===== config.mk =====
export PLATFORM = sky130hd
export DESIGN_NAME = input_unit_flat
export DESIGN_NICKNAME = d
export VERILOG_FILES = /design/src/rtl/input_unit_if.sv /design/src/rtl/input_unit.sv /design/src/flat_wrapper.sv
export SDC_FILE = /design/constraint.sdc
export NUM_CORES = 1
export LEC_CHECK = 0
export CAP_MARGIN = 40
export CORE_UTILIZATION = 55
export CTS_CLUSTER_DIAMETER = 100
export CTS_CLUSTER_SIZE = 28
export DETAILED_ROUTE_END_ITERATION = 8
export GPL_TIMING_DRIVEN = 1
export PLACE_DENSITY_LB_ADDON = 0.3
export SETUP_SLACK_MARGIN = 0.02
export SLEW_MARGIN = 15
export SYNTH_ARGS = -nofsm -noshare
export SYNTH_HDL_FRONTEND = slang
export SYNTH_SLANG_ARGS = --single-unit

===== constraint.sdc =====
create_clock -name clk -period 3.29 [get_ports clk]
set_input_delay 0.329 -clock clk [delete_from_list [all_inputs] [get_ports clk]]
set_output_delay 0.329 -clock clk [all_outputs]
set_load 0.02 [all_outputs]

===== src/rtl/input_unit_if.sv =====
`default_nettype none
// ============================================================================
// input_unit_if : flit, route-computation and allocator signals of one input
// Rev 1.0
// ============================================================================
interface input_unit_if #(
  parameter int FLIT_W = 32,
  parameter int DEPTH  = 4
);
  logic                       in_valid;
  logic [FLIT_W-1:0]          in_flit;
  logic                       credit_out;
  logic [2:0]                 dst_x;
  logic [2:0]                 dst_y;
  logic [2:0]                 route_sel;
  logic                       req_valid;
  logic [2:0]                 req_port;
  logic                       grant;
  logic                       out_valid;
  logic [FLIT_W-1:0]          out_flit;
  logic [$clog2(DEPTH+1)-1:0] fifo_count;
  logic [1:0]                 err;

  modport slave (
    input  in_valid, in_flit, route_sel, grant,
    output credit_out, dst_x, dst_y, req_valid, req_port,
           out_valid, out_flit, fifo_count, err
  );

  modport master (
    output in_valid, in_flit, route_sel, grant,
    input  credit_out, dst_x, dst_y, req_valid, req_port,
           out_valid, out_flit, fifo_count, err
  );
endinterface
`default_nettype wire


===== src/rtl/input_unit.sv =====
`default_nettype none
// ============================================================================
// input_unit : per-port router input stage (credit FIFO, route latch, SA request)
// Build option: INPUT_UNIT_ERR_EN implements sticky err flags.   Rev 1.0
// ============================================================================
module input_unit #(
  parameter int FLIT_W = 32,
  parameter int DEPTH  = 4
) (
  input  logic         clk,
  input  logic         rst_n,
  input_unit_if.slave  bus
);
  localparam int AW = $clog2(DEPTH);
  localparam int CW = $clog2(DEPTH+1);

  typedef enum logic [0:0] {IDLE = 1'b0, ACTIVE = 1'b1} state_t;

  state_t            state_q, state_d;
  logic [FLIT_W-1:0] mem_q [DEPTH];
  logic [FLIT_W-1:0] mem_d [DEPTH];
  logic [AW-1:0]     rd_ptr_q, rd_ptr_d, wr_ptr_q, wr_ptr_d;
  logic [CW-1:0]     count_q, count_d;
  logic [2:0]        route_q, route_d;
  logic              out_valid_q, out_valid_d;
  logic [FLIT_W-1:0] out_flit_q, out_flit_d;

  logic [FLIT_W-1:0] head;
  logic [1:0]        head_type;
  logic              empty, full, is_head, req_valid;
  logic              grant_pop, discard, pop, push;

  always_comb begin
    head      = mem_q[rd_ptr_q];
    head_type = head[FLIT_W-1 -: 2];
    empty     = (count_q == '0);
    full      = (count_q == CW'(DEPTH));
    is_head   = head_type[0];
    req_valid = (state_q == ACTIVE) && !empty;
    grant_pop = req_valid && bus.grant;
    // A non-head flit at the head while idle can never be routed; drop it.
    discard   = (state_q == IDLE) && !empty && !is_head;
    pop       = grant_pop || discard;
    push      = bus.in_valid && (!full || pop);
  end

  always_comb begin
    state_d = state_q;
    route_d = route_q;
    unique case (state_q)
      IDLE: begin
        if (!empty && is_head) begin
          route_d = bus.route_sel;
          state_d = ACTIVE;
        end
      end
      ACTIVE: begin
        if (grant_pop && head_type[1]) state_d = IDLE;
      end
      default: state_d = IDLE;
    endcase
  end

  always_comb begin
    mem_d    = mem_q;
    rd_ptr_d = rd_ptr_q;
    wr_ptr_d = wr_ptr_q;
    count_d  = count_q;
    if (push) begin
      mem_d[wr_ptr_q] = bus.in_flit;
      wr_ptr_d        = wr_ptr_q + AW'(1);
    end
    if (pop) rd_ptr_d = rd_ptr_q + AW'(1);
    unique case ({push, pop})
      2'b10:   count_d = count_q + CW'(1);
      2'b01:   count_d = count_q - CW'(1);
      default: count_d = count_q;
    endcase
    out_valid_d = grant_pop;
    out_flit_d  = grant_pop ? head : out_flit_q;
  end

  always_ff @(posedge clk or negedge rst_n) begin
    if (!rst_n) begin
      state_q     <= IDLE;
      mem_q       <= '{default: '0};
      rd_ptr_q    <= '0;
      wr_ptr_q    <= '0;
      count_q     <= '0;
      route_q     <= '0;
      out_valid_q <= 1'b0;
      out_flit_q  <= '0;
    end else begin
      state_q     <= state_d;
      mem_q       <= mem_d;
      rd_ptr_q    <= rd_ptr_d;
      wr_ptr_q    <= wr_ptr_d;
      count_q     <= count_d;
      route_q     <= route_d;
      out_valid_q <= out_valid_d;
      out_flit_q  <= out_flit_d;
    end
  end

`ifdef INPUT_UNIT_ERR_EN
  logic [1:0] err_q, err_d;

  always_comb begin
    err_d = err_q | {discard, bus.in_valid && full && !pop};
  end

  always_ff @(posedge clk or negedge rst_n) begin
    if (!rst_n) err_q <= 2'b00;
    else        err_q <= err_d;
  end

  assign bus.err = err_q;
`else
  assign bus.err = 2'b00;
`endif

  assign bus.credit_out = pop;
  assign bus.dst_x      = head[FLIT_W-3 -: 3];
  assign bus.dst_y      = head[FLIT_W-6 -: 3];
  assign bus.req_valid  = req_valid;
  assign bus.req_port   = route_q;
  assign bus.out_valid  = out_valid_q;
  assign bus.out_flit   = out_flit_q;
  assign bus.fifo_count = count_q;
endmodule
`default_nettype wire


===== src/flat_wrapper.sv =====
// flat-port wrapper written by rule: the top's interface ports become plain ports
module input_unit_flat 
#(
  parameter int FLIT_W = 32,
  parameter int DEPTH  = 4
)
  (clk, rst_n, bus_in_valid, bus_in_flit, bus_route_sel, bus_grant, bus_credit_out, bus_dst_x, bus_dst_y, bus_req_valid, bus_req_port, bus_out_valid, bus_out_flit, bus_fifo_count, bus_err);
  input_unit_if #(.FLIT_W(FLIT_W), .DEPTH(DEPTH)) bus_i ();
  input  logic clk;
  input  logic rst_n;
  input wire logic [$bits(bus_i.in_valid)-1:0] bus_in_valid;
  input wire logic [$bits(bus_i.in_flit)-1:0] bus_in_flit;
  input wire logic [$bits(bus_i.route_sel)-1:0] bus_route_sel;
  input wire logic [$bits(bus_i.grant)-1:0] bus_grant;
  output wire logic [$bits(bus_i.credit_out)-1:0] bus_credit_out;
  output wire logic [$bits(bus_i.dst_x)-1:0] bus_dst_x;
  output wire logic [$bits(bus_i.dst_y)-1:0] bus_dst_y;
  output wire logic [$bits(bus_i.req_valid)-1:0] bus_req_valid;
  output wire logic [$bits(bus_i.req_port)-1:0] bus_req_port;
  output wire logic [$bits(bus_i.out_valid)-1:0] bus_out_valid;
  output wire logic [$bits(bus_i.out_flit)-1:0] bus_out_flit;
  output wire logic [$bits(bus_i.fifo_count)-1:0] bus_fifo_count;
  output wire logic [$bits(bus_i.err)-1:0] bus_err;
  assign bus_i.in_valid = bus_in_valid;
  assign bus_i.in_flit = bus_in_flit;
  assign bus_i.route_sel = bus_route_sel;
  assign bus_i.grant = bus_grant;
  assign bus_credit_out = bus_i.credit_out;
  assign bus_dst_x = bus_i.dst_x;
  assign bus_dst_y = bus_i.dst_y;
  assign bus_req_valid = bus_i.req_valid;
  assign bus_req_port = bus_i.req_port;
  assign bus_out_valid = bus_i.out_valid;
  assign bus_out_flit = bus_i.out_flit;
  assign bus_fifo_count = bus_i.fifo_count;
  assign bus_err = bus_i.err;
  input_unit #(.FLIT_W(FLIT_W), .DEPTH(DEPTH)) u_core (.clk(clk), .rst_n(rst_n), .bus(bus_i));
endmodule

* Word level (Yosys, flattened, before mapping)
Cells that the tools add are included.
** Operators by class
- Bitwise operators :: 3
- Order comparisons :: 3
- Multiplexer cells :: 10
- Reduce and logical (&&, ||, !) cells :: 16
- Add/sub/neg operators :: 4
- Eq/ne operators :: 3
** Operators by type and width (number)
- $bwmux 128 :: 1
- $mux 32 :: 3
- $bmux 32 s2 :: 1
- $demux 32 s2 :: 1
- $logic_and 1x1->1 :: 8
- $ge 3x3->1 const B :: 2
- $not 2->3 :: 2
- $pmux 3 s2 :: 1
- $add 2x1->2 const B :: 2
- $add 3x1->3 const B :: 1
- $eq 3x3->1 const B :: 1
- $logic_not 1->1 :: 3
- $logic_not 3->1 :: 1
- $lt 3x1->1 const B :: 1
- $sub 3x1->3 const B :: 1
- $eq 2x1->1 const B :: 1
- $eq 2x2->1 const B :: 1
- $logic_or 1x1->1 :: 2
- $mux 1 :: 2
- $pmux 1 s2 :: 1
- $reduce_and 2->1 :: 1
- $reduce_bool 2->1 :: 1
- $not 1->1 :: 1
** Storage, ports and cells
- Output and inout port bits :: 49
- Bits in registers :: 172

* Logic depth before layout (Yosys ltp)
- Depth after elaboration :: 11
- Gate-level depth with buffers :: 10
- Mapped depth without buffers :: 9

* Least setup slack after synthesis
No wires, ideal clock.
- Path type :: reg-to-reg
- From :: reg u_core.rd_ptr_q[1]
- To :: reg u_core.count_q[2], in the netlist u_core.bus.fifo_count[2]
- Required time :: 3210 ps
- Period minus slack after synthesis :: 2559 ps
- Data arrival time :: 2479 ps
- Path slack :: 731 ps
- Cell stages (with the launch flop) :: 11
- Path through :: dfrtp_1 buf_6 mux2_2 a221oi_4 and2_1 ha_1 inv_1 fa_1 xor2_1 nor2_1 xor2_1
** On the way
- Cells in the longest elaborated chain, start to end :: 11
- Elaborated cells between the ends (all ways) :: 13
- Those cells by class :: eq/ne (2); mux (4); bitwise (1); reduce/logical (6)
** Ends and longest elaborated chain
- from (decl) :: line input_unit.sv:22 : logic [AW-1:0] rd_ptr_q, rd_ptr_d, wr_ptr_q, wr_ptr_d;
- from (signal assigned) :: line input_unit.sv:96 : rd_ptr_q <= rd_ptr_d;
- $not 2->3 (not written as such) * :: line input_unit.sv:34 : head = mem_q[rd_ptr_q];
- $bmux 32 s2 * :: line input_unit.sv:34
- $mux 32 (not written as such) * (2 in a row) :: line input_unit.sv:34
- $logic_not 1->1 * :: line input_unit.sv:42 : discard = (state_q == IDLE) && !empty && !is_head;
- $logic_and 1x1->1 * :: line input_unit.sv:42
- $logic_or 1x1->1 * :: line input_unit.sv:43 : pop = grant_pop || discard;
- named net bus_credit_out :: line flat_wrapper.sv:15 : output wire logic [$bits(bus_i.credit_out)-1:0] bus_credit_out;
- $logic_or 1x1->1 :: line input_unit.sv:44 : push = bus.in_valid && (!full || pop);
- $logic_and 1x1->1 :: line input_unit.sv:44
- $eq 2x1->1 or $eq 2x2->1 (tied branches) :: line input_unit.sv:74 : unique case ({push, pop})
- $pmux 3 s2 or $reduce_bool 2->1 (tied branches)
- to (signal assigned) :: line input_unit.sv:98 : count_q <= count_d;
- to (decl) :: line input_unit.sv:23 : logic [CW-1:0] count_q, count_d;
Mark *: on every way through the listed nets, which the timed path passes. The rest lies on a longest branch. The select of a mux whose other input is x is not followed.
A chain may end at the register's enable or synchronous reset.

* Worst setup path in the final report
- From :: reg u_core.rd_ptr_q[1]
- To :: out bus_credit_out
** On the way
- Cells in the longest elaborated chain, start to end :: 7
** Ends and longest elaborated chain (line)
- $not 2->3 (not written as such) :: input_unit.sv:34
- $bmux 32 s2 :: input_unit.sv:34
- $mux 32 (not written as such) (2 in a row) :: input_unit.sv:34
- $logic_not 1->1 :: input_unit.sv:42
- $logic_and 1x1->1 :: input_unit.sv:42
- $logic_or 1x1->1 :: input_unit.sv:43
- to (decl) :: flat_wrapper.sv:15
Every way passes these cells. The select of a mux whose other input is x is not followed.

==> impl_summary.md <==
Clock network
Buffers inserted during clock tree synthesis total 17. The longest clock path from root to sink contains 2 buffers. Post-CTS timing repair inserted 0 buffers for setup. The tree is rooted in a sky130_fd_sc_hd__clkbuf_16. The clock insertion delay at the later pin of the skew report is 0.42 ns.

The H-tree was split into 4 levels. The clock net in this run drives a total of 172 sinks. The register clock-pin slew on the reported worst setup and hold paths is 0.06 ns. TritonCTS built the clock tree.

Place
Once detailed placement completed, the half-perimeter wirelength came to 8600 um. In this run the cell area measured after placement is 8350 um2. The total of buffers placed on input and output ports is 85. The number of placed instances, taps included, is 687. At the end of routability-driven placement, the weighted congestion stood at 0.698.

Worst setup path
Across all register-to-register paths, the minimum setup slack is 0.68 ns. The peak per-stage delay on the critical path is 0.62 ns. In this run the number of cells on the critical path is 4.

STA classifies the critical path startpoint as a register. The worst register-to-register path ends at u_core.bus.fifo_count[2]. For the worst setup path, the data required time is 2.96 ns. The setup path with the least slack is of type reg -> out.

The worst setup path is captured at an output port. The critical path goes through mux2_2 > a221oi_4 > and2_1 > clkdlybuf4s50_1. The kind of cell with the highest combined delay along the critical path is buffers and inverters. The end of the critical path is bus_credit_out. The number of cells on the worst reg-to-reg path is 9. The worst path buffer plus inverter count is 1. The largest fanout on the critical path is 7.

The largest individual stage delay along the critical path comes from the cell sky130_fd_sc_hd__clkdlybuf4s50_1. The worst register-to-register path begins at u_core.rd_ptr_q[1]. The arrival time at the worst endpoint is 2.50 ns. The worst setup path startpoint is u_core.rd_ptr_q[1].

Floorplan
The row count is 42. For this configuration, the core starts out at a cell density of 56.2%. Measured along the x axis, the die boundary spans 118 um.

The floorplan core area is 13,200 um2. The vertical die dimension is 118 um. The overall die area is 14,000 um2. The number of I/O pins is 88.

STA
Derived from the worst setup path, the maximum achievable clock frequency is 353 MHz. For the pin with the worst max-slew slack, the measured transition is 0.689 ns. The share of the cycle needed by the critical path after routing is 86.0%. The minimum clock period is 2.83 ns. The worst slew margin relative to its limit is 53.8%. The clock arrives with 0.00773 ns of skew. Setup violations remaining at the end of the flow were counted as 0.

Setup total negative slack on the finished layout was measured at 0 ns. The final count of pins violating max slew is 0. The count of endpoints failing hold in the final timing report is 0.

Setup repair after global routing left no endpoint under its margin.

Power
The clock share of power is 19.4%. The switching power is 3.07 mW. The ratio of total power to cell area is 1110 nW/um2. The fraction of power spent switching nets is 30.9%.

Of the total power, combinational logic draws 42.4%. The relative contribution of sequential cells to total power is 38.3%. In this run the static leakage power is 3.77 nW. IR analysis of the VDD net gives a maximum drop of 0.556 mV. Cell internal power was estimated by the tool at 6.86 mW.

Job
The tool flagged a number of max-cap violations equal to 0.

Drt
The wire length after detailed routing is 13,600 um. Using the TritonRoute via totals, the vias-per-cell ratio works out to 5.54. Before antenna repair, the detailed router went through 4 iterations. After detailed routing, the average wire length per cell comes to 18.9 um.

Once detail routing completed, the nets flagged for antenna violations numbered 0. The first routing iteration left 194 violations. The number of remaining DRC errors is 0. Across all layers, the routed design uses 3,984 vias.

Yosys
After synthesis, the largest family of logic cells by area is multiplexers. After synthesis, the netlist uses 27 different library cells. The cell taking the most area after synthesis is sky130_fd_sc_hd__dfrtp_1. The sequential cell area fraction in the yosys report is 57.8%. Of the total synthesized cell area, the portion taken by full adders, half adders and majority gates is 1.11%. Multiplexer cells account for 34.5% of the synthesized area. The most used flip-flop cell after synthesis is sky130_fd_sc_hd__dfrtp_1. After technology mapping, the gate count stands at 445. The complex-gate fraction of the synthesized area is 1.06%.

Counting flops with a built-in enable in the synthesized netlist gives 0. The number of register bits inferred by synthesis is 172. The synthesized area divided by synthesized cell count is 16.7 um2. Of the post-synthesis cell area, the dominant cell type holds 57.8%.

The Yosys warning count is 0. After synthesis, the cell types taking the most area are sky130_fd_sc_hd__dfrtp_1 (58%), sky130_fd_sc_hd__mux2_2 (25%), sky130_fd_sc_hd__mux4_2 (9.4%). The simple logic cell fraction of the synthesized area is 1.13%. After Yosys synthesis, XOR and XNOR cells account for 0.706% of the synthesized area. Of all flip-flops after synthesis, the portion carrying an async set or reset was 100%. The area of the mapped netlist is 7440 um2.

Layout
In the layout the commonest cells are sky130_fd_sc_hd__dfrtp_1 (170), sky130_fd_sc_hd__mux2_2 (164), sky130_fd_sc_hd__clkdlybuf4s50_1 (84), sky130_fd_sc_hd__mux4_2 (31), sky130_fd_sc_hd__clkbuf_16 (17). The final instance area is 8960 um2. The end-of-flow core utilization is 67.7%. The antenna diode count is 0. The number of nets at the end of the flow is 577. From synthesis to final layout, the design area changed by 20.4%. Cells with a size suffix above 1 make up 43.8% of the layout. Leaving out fill and tap cells, the most frequent cell in the layout is sky130_fd_sc_hd__dfrtp_1. The filler cell count in the final layout is 944. The final cell count without fillers is 719.

Global routing
Summed over all layers, the global routing overflow is 0. The pin count of the biggest net entering global routing is 96. The global routing usage summed across all routing layers is 21.5%.

The number of antenna violations at the first check in global routing came to 0. The number of global-route vias before repair is 4,426. The wire length of the first global-routing pass is 22,800 um.

Hold path
The class of the tightest hold or removal check is in -> async.

Outcome
The run finished with clean final reports.
-- power by group through the flow --
stage,Combinational (mW),Sequential (mW),Clock (mW)
after floorplan,2.91,3.93,0
after global placement,4.15,3.73,0
after detailed placement,4.26,3.83,0
after CTS,4.27,3.80,1.97
after global routing,4.52,3.93,2.06
final,4.21,3.80,1.92
-- sequential cells by signal (all words and copies together), names as in the netlist --
register	cells
u_core.bus.fifo_count	3
u_core.bus.out_flit	32
u_core.bus.out_valid	1
u_core.bus.req_port	3
u_core.mem_q	128
u_core.rd_ptr_q	2
u_core.state_q	1
u_core.wr_ptr_q	2
-- stage by stage --
step,hold slack (ns),worst slack (ns),power [mW]
3_3_place_gp,0.465,0.656,7.88
2_1_floorplan,0.0334,0.731,6.84
3_5_place_dp,0.474,0.592,8.09
6_report,0.366,0.459,9.93
5_1_grt,0.377,0.359,10.5
4_1_cts,0.0289,0.433,10.0
-- Yosys cell counts, drive strengths merged, types with 3 or more instances --
library cell and n:
ha 5, clkbuf 3, inv 6, o211ai 4
dfrtp 172, mux4 31, nand2 4, xor2 3
mux2 164, nor2 3, nand3 3, xnor2 3
buf 28
-- how the worst min path moves through the flow --
stage	cells after the start	end	slack [ns]
finish	2	u_core.bus.out_flit[29]	0.37
global route	2	u_core.bus.out_flit[29]	0.38
CTS	1	u_core.mem_q[125]	0.03
detailed placement	1	u_core.mem_q[125]	0.47
global placement	1	u_core.bus.out_valid	0.46
floorplan	0	u_core.bus.fifo_count[0]	0.03
-- cell families (layout without fill, tap and decap cells) --
group                    Yosys count  after routing
AO/OA/AOI/OAI                      9              9
XOR/XNOR                           6              6
adder cells (fa/ha/maj)            6              6
buffers and inverters             37            134
flip-flops                       172            172
multiplexers                     197            197
other                              1              2
AND/OR/NAND/NOR                   17             17
-- cell type report --
class,count,area (um2),share of cell area (%)
Sequential cell,172,4310,48.1
Multi-Input combinational cell,237,2870,32.0
Timing Repair Buffer,98,972,10.9
Clock buffer,23,478,5.33
Tap cell,176,220,2.46
Clock inverter,7,90.1,1.01
Inverter,6,22.5,0.251
-- repair_timing --
action / in CTS / in global routing
setup endpoints to repair: 0 / 0
hold endpoints to repair: 0 / 33
resized for setup: 0 / 0
hold buffers: 0 / 1
-- per-layer routing --
metal | vias up | wire length (um) | GRT usage (%)
met3 | 17 | 331 | 4.44
li1 | 1795 | - | -
met5 | - | 0 | 0
met2 | 67 | 7130 | 36.0
met1 | 2105 | 5950 | 28.0
met4 | 0 | 176 | 7.61
Note: power is estimated with default switching activity, not from simulation.
